<file path="src/rtl/dsp_pipe_chain_if.sv">
// Operand-path bundle for dsp_pipe_chain: stream in, tapped stream out,
// plus latency configuration and status. The slave modport is the pipe
// itself; the master modport is whatever feeds and observes it.
// par_err exists only when DSP_PIPE_PARITY_EN is defined.
interface dsp_pipe_chain_if #(
  parameter int WIDTH = 18,
  parameter int LANES = 2,
  parameter int LAT_W = 3
);
  logic                   ce;
  logic                   clr;
  logic                   in_valid;
  logic [LANES*WIDTH-1:0] in_data;
  logic [LAT_W-1:0]       lat_sel;
  logic                   lat_ld;
  logic                   out_valid;
  logic [LANES*WIDTH-1:0] out_data;
  logic [LAT_W-1:0]       lat_cur;
  logic                   busy;
`ifdef DSP_PIPE_PARITY_EN
  logic                   par_err;
`endif

  modport master (
    output ce, clr, in_valid, in_data, lat_sel, lat_ld,
`ifdef DSP_PIPE_PARITY_EN
    input  par_err,
`endif
    input  out_valid, out_data, lat_cur, busy
  );

  modport slave (
    input  ce, clr, in_valid, in_data, lat_sel, lat_ld,
`ifdef DSP_PIPE_PARITY_EN
    output par_err,
`endif
    output out_valid, out_data, lat_cur, busy
  );
endinterface

</file>
<file path="src/rtl/dsp_pipe_chain.sv">
// dsp_pipe_chain: LANES-wide register chain of up to DEPTH stages with a
// runtime-selected output tap (latency 0..DEPTH), per-stage valid tracking,
// global stall (ce), synchronous clear and glitch-free latency reload.
// Data passes bit-exact; no arithmetic is done on the lanes.
// Optional feature macro: DSP_PIPE_PARITY_EN (per-lane even parity carried
// alongside each stage, checked at the tap, reported on par_err).
module dsp_pipe_chain #(
  parameter int WIDTH    = 18,
  parameter int LANES    = 2,
  parameter int DEPTH    = 4,
  parameter int LAT_W    = 3,
  parameter int LAT_INIT = 1
) (
  input  logic            clk,
  input  logic            rst_n,
  dsp_pipe_chain_if.slave bus
);
  localparam int DW = LANES * WIDTH;

  logic [DW-1:0]    data_p [1:DEPTH];
  logic [DEPTH:1]   vld_p;
  logic [LAT_W-1:0] lat_cur_q;

  // Requests beyond the physical chain length clamp to the deepest tap.
  function automatic logic [LAT_W-1:0] sat_lat(input logic [LAT_W-1:0] sel);
    if (int'(sel) > DEPTH) return LAT_W'(DEPTH);
    return sel;
  endfunction

`ifdef DSP_PIPE_PARITY_EN
  logic [LANES-1:0] par_p [1:DEPTH];
  logic [LANES-1:0] tap_par;
  logic             par_err_q;

  // One even-parity bit per lane: XOR of the lane's bits.
  function automatic logic [LANES-1:0] lane_parity(input logic [DW-1:0] d);
    logic [LANES-1:0] p;
    for (int l = 0; l < LANES; l++) p[l] = ^d[l*WIDTH +: WIDTH];
    return p;
  endfunction
`endif

  // Stage data: reset/clear to zero, otherwise shift when enabled.
  // lat_ld deliberately does not touch data.
  always_ff @(posedge clk or negedge rst_n) begin
    if (!rst_n) begin
      for (int k = 1; k <= DEPTH; k++) begin
        data_p[k] <= '0;
`ifdef DSP_PIPE_PARITY_EN
        par_p[k]  <= '0;
`endif
      end
    end else if (bus.clr) begin
      for (int k = 1; k <= DEPTH; k++) begin
        data_p[k] <= '0;
`ifdef DSP_PIPE_PARITY_EN
        par_p[k]  <= '0;
`endif
      end
    end else if (bus.ce) begin
      data_p[1] <= bus.in_data;
`ifdef DSP_PIPE_PARITY_EN
      par_p[1]  <= lane_parity(bus.in_data);
`endif
      for (int k = 2; k <= DEPTH; k++) begin
        data_p[k] <= data_p[k-1];
`ifdef DSP_PIPE_PARITY_EN
        par_p[k]  <= par_p[k-1];
`endif
      end
    end
  end

  // Stage valids: a reload flushes them so no stale sample appears at the
  // new tap; otherwise they shift with the data.
  always_ff @(posedge clk or negedge rst_n) begin
    if (!rst_n) begin
      vld_p <= '0;
    end else if (bus.clr || bus.lat_ld) begin
      vld_p <= '0;
    end else if (bus.ce) begin
      vld_p[1] <= bus.in_valid;
      for (int k = 2; k <= DEPTH; k++) vld_p[k] <= vld_p[k-1];
    end
  end

  // Latency register: loads on lat_ld regardless of ce or clr.
  always_ff @(posedge clk or negedge rst_n) begin
    if (!rst_n) lat_cur_q <= LAT_W'(LAT_INIT);
    else if (bus.lat_ld) lat_cur_q <= sat_lat(bus.lat_sel);
  end

  // Tap mux and busy: latency 0 bypasses the chain combinationally; only
  // stages up to the active tap count toward busy.
  always_comb begin
    bus.out_data  = bus.in_data;
    bus.out_valid = bus.in_valid & rst_n;
    bus.busy      = 1'b0;
`ifdef DSP_PIPE_PARITY_EN
    tap_par       = lane_parity(bus.in_data);
`endif
    for (int k = 1; k <= DEPTH; k++) begin
      if (int'(lat_cur_q) == k) begin
        bus.out_data  = data_p[k];
        bus.out_valid = vld_p[k];
`ifdef DSP_PIPE_PARITY_EN
        tap_par       = par_p[k];
`endif
      end
      if (k <= int'(lat_cur_q)) bus.busy = bus.busy | vld_p[k];
    end
  end

  assign bus.lat_cur = lat_cur_q;

`ifdef DSP_PIPE_PARITY_EN
  // Parity check at the tap, registered; bypass never flags.
  always_ff @(posedge clk or negedge rst_n) begin
    if (!rst_n) par_err_q <= 1'b0;
    else par_err_q <= bus.out_valid && (lat_cur_q != '0) &&
                      (lane_parity(bus.out_data) != tap_par);
  end

  assign bus.par_err = par_err_q;
`endif

endmodule

</file>
<file path="src/flat_wrapper.sv">
// flat-port wrapper written by rule: the top's interface ports become plain ports
module dsp_pipe_chain_flat 
#(
  parameter int WIDTH    = 18,
  parameter int LANES    = 2,
  parameter int DEPTH    = 4,
  parameter int LAT_W    = 3,
  parameter int LAT_INIT = 1
)
  (clk, rst_n, bus_ce, bus_clr, bus_in_valid, bus_in_data, bus_lat_sel, bus_lat_ld, bus_out_valid, bus_out_data, bus_lat_cur, bus_busy);
  dsp_pipe_chain_if #(.WIDTH(WIDTH), .LANES(LANES), .LAT_W(LAT_W)) bus_i ();
  input  logic clk;
  input  logic rst_n;
  input wire logic [$bits(bus_i.ce)-1:0] bus_ce;
  input wire logic [$bits(bus_i.clr)-1:0] bus_clr;
  input wire logic [$bits(bus_i.in_valid)-1:0] bus_in_valid;
  input wire logic [$bits(bus_i.in_data)-1:0] bus_in_data;
  input wire logic [$bits(bus_i.lat_sel)-1:0] bus_lat_sel;
  input wire logic [$bits(bus_i.lat_ld)-1:0] bus_lat_ld;
  output wire logic [$bits(bus_i.out_valid)-1:0] bus_out_valid;
  output wire logic [$bits(bus_i.out_data)-1:0] bus_out_data;
  output wire logic [$bits(bus_i.lat_cur)-1:0] bus_lat_cur;
  output wire logic [$bits(bus_i.busy)-1:0] bus_busy;
  assign bus_i.ce = bus_ce;
  assign bus_i.clr = bus_clr;
  assign bus_i.in_valid = bus_in_valid;
  assign bus_i.in_data = bus_in_data;
  assign bus_i.lat_sel = bus_lat_sel;
  assign bus_i.lat_ld = bus_lat_ld;
  assign bus_out_valid = bus_i.out_valid;
  assign bus_out_data = bus_i.out_data;
  assign bus_lat_cur = bus_i.lat_cur;
  assign bus_busy = bus_i.busy;
  dsp_pipe_chain #(.WIDTH(WIDTH), .LANES(LANES), .DEPTH(DEPTH), .LAT_W(LAT_W), .LAT_INIT(LAT_INIT)) u_core (.clk(clk), .rst_n(rst_n), .bus(bus_i));
endmodule
</file>
<file path="config.mk">
export PLATFORM = sky130hd
export DESIGN_NAME = dsp_pipe_chain_flat
export DESIGN_NICKNAME = d
export VERILOG_FILES = /design/src/rtl/dsp_pipe_chain_if.sv /design/src/rtl/dsp_pipe_chain.sv /design/src/flat_wrapper.sv
export SDC_FILE = /design/constraint.sdc
export NUM_CORES = 1
export LEC_CHECK = 0
export BUFFER_PORTS_ARGS = -buffer_cell sky130_fd_sc_hd__buf_2
export CAP_MARGIN = 25
export CORE_MARGIN = 10
export CORE_UTILIZATION = 30
export DETAILED_ROUTE_END_ITERATION = 10
export GPL_TIMING_DRIVEN = 0
export SLEW_MARGIN = 20
export SYNTH_ARGS = -nofsm -noshare
export SYNTH_HDL_FRONTEND = slang
export SYNTH_SLANG_ARGS = --single-unit
</file>
<file path="constraint.sdc">
create_clock -name clk -period 2.55 [get_ports clk]
set_input_delay 0.6375 -clock clk [delete_from_list [all_inputs] [get_ports clk]]
set_output_delay 0.6375 -clock clk [all_outputs]
set_load 0.05 [all_outputs]
</file>
==> run_results.csv <==
group,metric,value,unit
cts,cts_tree,"done",
route,vias_per_cell,5.15,
die,die_x,181,um
power,irDropWorstVdd,0.526,mV
synth,yosysTopAreaCell,"dfrtp_1",
die,boundaryPins,86,
synth,syn_nets,789,
die,dieArea,32900,um^2
synth,yosysWarnings,0,
timing,relSlewSlack,0.547,
placed_design,gp_congestion,0.837,
timing,tightestPinTransition,679,ps
setup_path,cp-end-kind,"output port",
cts,clock_latency,430,ps
setup_path,crit_required,1910,ps
layout,drive_gt1_frac,0.346,
synth,yosysSeqAreaShare,0.484,
route,drtAntennaViolNets,0,
die,die_h,181,um
timing,maxSlewViolCount,0,
global_routing,grt_overflow,0,
run,cap_viol_max_count,0,
global_routing,first_global_vias,6648,
power,clockPowerShare,0.363,
die,start_util,0.303,
setup_path,critPathKind,"reg -> out",
setup_path,startpoint_type,"flop",
outcome,outcome,"finished, violations left",
synth,syn_area_per_cell,10.5,um^2
cts,htree_levels,4,
power,netSwitchingFraction,0.332,
synth,synth_area_leaders,"dfrtp_1, mux2i_1, nor2_1",
global_routing,grt_max_degree,80,
synth,synth.distinct_cells,38,
timing,fin_crit,2810,ps
global_routing,grt_pass1_wl,40.8,mm
setup_path,r2r-start,"u_core.bus.lat_cur[1]$_DFFE_PN0P_",
placed_design,hpwlAfterDp,16.9,mm
layout,syn_to_final_growth,40.2,%
die,rows,59,
synth,synth_edf_count,0,
power,power_density,648,nW/um^2
setup_path,reg2reg_slack,1140,ps
setup_path,cp_cell_sequence,"buf_6 -> and3b_2 -> a221o_1 -> a221oi_2 -> a21oi_4 -> buf_6",
cts,cts_buffers,17,
timing,setup_viol,37,
power,pwr-share-seq,0.356,
setup_path,critPathArrivalTime,2170,ps
synth,yosysTopAreaCellShare,0.480,
route,routed_wire_length_per_instance,21.9,um
layout,final_util,0.424,
global_routing,antenna_found_initial,2,
route,drc,0,
route,drt_iter0_drc,517,
synth,synth_seq_cells,151,
power,power_frac_comb,0.281,
timing,hold_slack,97.7,ps
placed_design,port_buffers,82,
power,p_int,4740,uW
setup_path,slowest_stage,"a221o_1",
cts,path_clk_slew,70,ps
cts,clockBufferDepth,2,
timing,max_freq,0.356,GHz
setup_path,startpoint,"u_core.bus.lat_cur[2]$_DFFE_PN0P_",
hold_path,hold_path_class,"in -> async",
synth,syn_area,7820,um^2
synth,synth_cells,744,
timing,rsz0062_at_grt,"true",
global_routing,grt_use_total,0.159,
setup_path,cp_common_cell,"buf_6",
die,core_area,25800,um^2
power,p_leak,0.00510,uW
setup_path,r2r-end,"u_core.bus.lat_cur[1]$_DFFE_PN0P_",
route,wirelength,26.7,mm
setup_path,cpPeakStageDelay,410,ps
cts,clock-sinks,151,
route,via_count,6285,
outcome,violations,"setup timing",
layout,final_nets,918,
timing,finalHoldViolCount,0,
timing,clock_skew,8.06,ps
setup_path,reg2reg_depth,5,
synth,synthArstFlopShare,1.00,
layout,fill_cells,2452,
cts,cts_root_buf,"clkbuf_16",
timing,timing.final.crit_share,1.10,
timing,layout_setup_ws,-259,ps
power,p_switching,2350,uW
setup_path,cp_max_fo,9,
synth,ys.flop_type,"dfrtp_1",
route,drt_pass1_iterations,4,
sequential cells by signal, summed over array words and instances, names as in the netlist:
register	cells
u_core.vld_p	4
u_core.data_p	144
u_core.bus.lat_cur	3
power groups by stage:
stage	Combinational (uW)	Sequential, uW	Clock [uW]
after floorplan	1050	2560	0
after global placement	1490	2570	0
after detailed placement	1510	2570	0
after CTS	1920	2530	2590
after global routing	2090	2540	2690
final	1990	2530	2580
cells in the final DEF, fill, tap and decap left out, types with 4 or more instances in the layout:
master,synthesis,final
mux2i_1,173,169
nor2_1,168,153
dfrtp_1,150,149
buf_2,26,61
nand2_1,61,45
buf_6,1,44
clkbuf_16,0,19
buf_12,0,18
clkbuf_1,27,17
mux4_2,16,16
a31oi_4,0,16
buf_4,5,15
nor2_4,0,14
o21ai_0,17,10
nand2_4,0,9
o221ai_2,0,8
nand2_2,0,7
a21boi_2,0,6
o21ai_2,0,6
buf_8,0,5
a221o_1,5,5
a221oi_2,5,5
a21oi_4,0,5
a21oi_1,10,5
clkbuf_8,0,4
nand3_1,5,4
a21boi_4,0,4
mux2i_2,0,4
o221ai_4,0,4
nor3_1,4,4
inv_6,0,4
cell type report:
type                    instances  area [um^2]  area share
inverters                       4         18.8     0.00171
plain buffers                  60          512      0.0467
well taps                     335          419      0.0383
clock inverters                13          146      0.0134
clock buffers                  18          439      0.0401
repair buffers                112         1120       0.103
diodes                          1         2.50    0.000228
flip-flops and latches        151         3780       0.345
multi-input cells             527         4510       0.412
per-stage QoR:
step | cells | TNS [ps] | setup slack (ps) | power [uW] | instance area [um^2]
CTS | 1212 | -5980 | -221 | 7030 | 10700
detailed placement | 1162 | -11640 | -563 | 4080 | 9080
floorplan | 744 | -846 | -84.8 | 3620 | 8210
global placement | 1161 | -249920 | -2460 | 4060 | 9040
finish | 1221 | -6200 | -259 | 7100 | 11000
global route | 1220 | -8170 | -321 | 7320 | 11000
critical path: cells and delay by family (launching register included):
kind,cells,cell delay (ps)
AO/OA/AOI/OAI,3,730
flip-flops,1,370
buffers and inverters,2,310
AND/OR/NAND/NOR,1,300
worst max path at each step:
stage | slack [ps] | endpoint | cells after the start
final | -260 | bus_out_data[17] | 6
after global routing | -320 | bus_out_valid | 7
after CTS | -220 | bus_out_valid | 8
after detailed placement | -560 | bus_out_valid | 6
after global placement | -2460 | bus_out_valid | 5
after floorplan | -80 | bus_out_data[25] | 5
cells by family after synthesis:
family	Yosys count	synth area share
xor+xnor	1	0.00112
flops	151	0.484
compound gates	89	0.0827
simple gates	247	0.124
buf+inv	66	0.0394
mux	190	0.269
cells in the mapped netlist (all sizes together) (3+ instances only):
library cell,count
o21ai,18
mux2i,173
inv,4
a31oi,17
a21oi,10
o211ai,3
buf,34
nand3,5
nor2,168
clkbuf,28
mux4,16
nor3,4
a21boi,12
nand2b,4
o221ai,12
a221oi,6
nand2,61
dfrtp,150
a221o,5
repair_timing:
| item | 4_1_cts | 5_1_grt |
|---|---|---|
| endpoints found under the setup margin | 38 | 38 |
| setup buffers | 16 | 8 |
| gates cloned | 5 | 1 |
| pin swaps | 23 | 25 |
| gates resized for setup | 219 | 45 |
| hold buffers | 0 | 0 |
metal layers:
layer | GRT usage | share of wire | up-vias
met5 | 0 | 0.00049 | -
met4 | 0.0560 | 0.023 | 2
met3 | 0.0398 | 0.062 | 34
met2 | 0.248 | 0.47 | 192
met1 | 0.210 | 0.45 | 3178
li1 | - | - | 2879
Note: power is estimated with default switching activity, not from simulation.
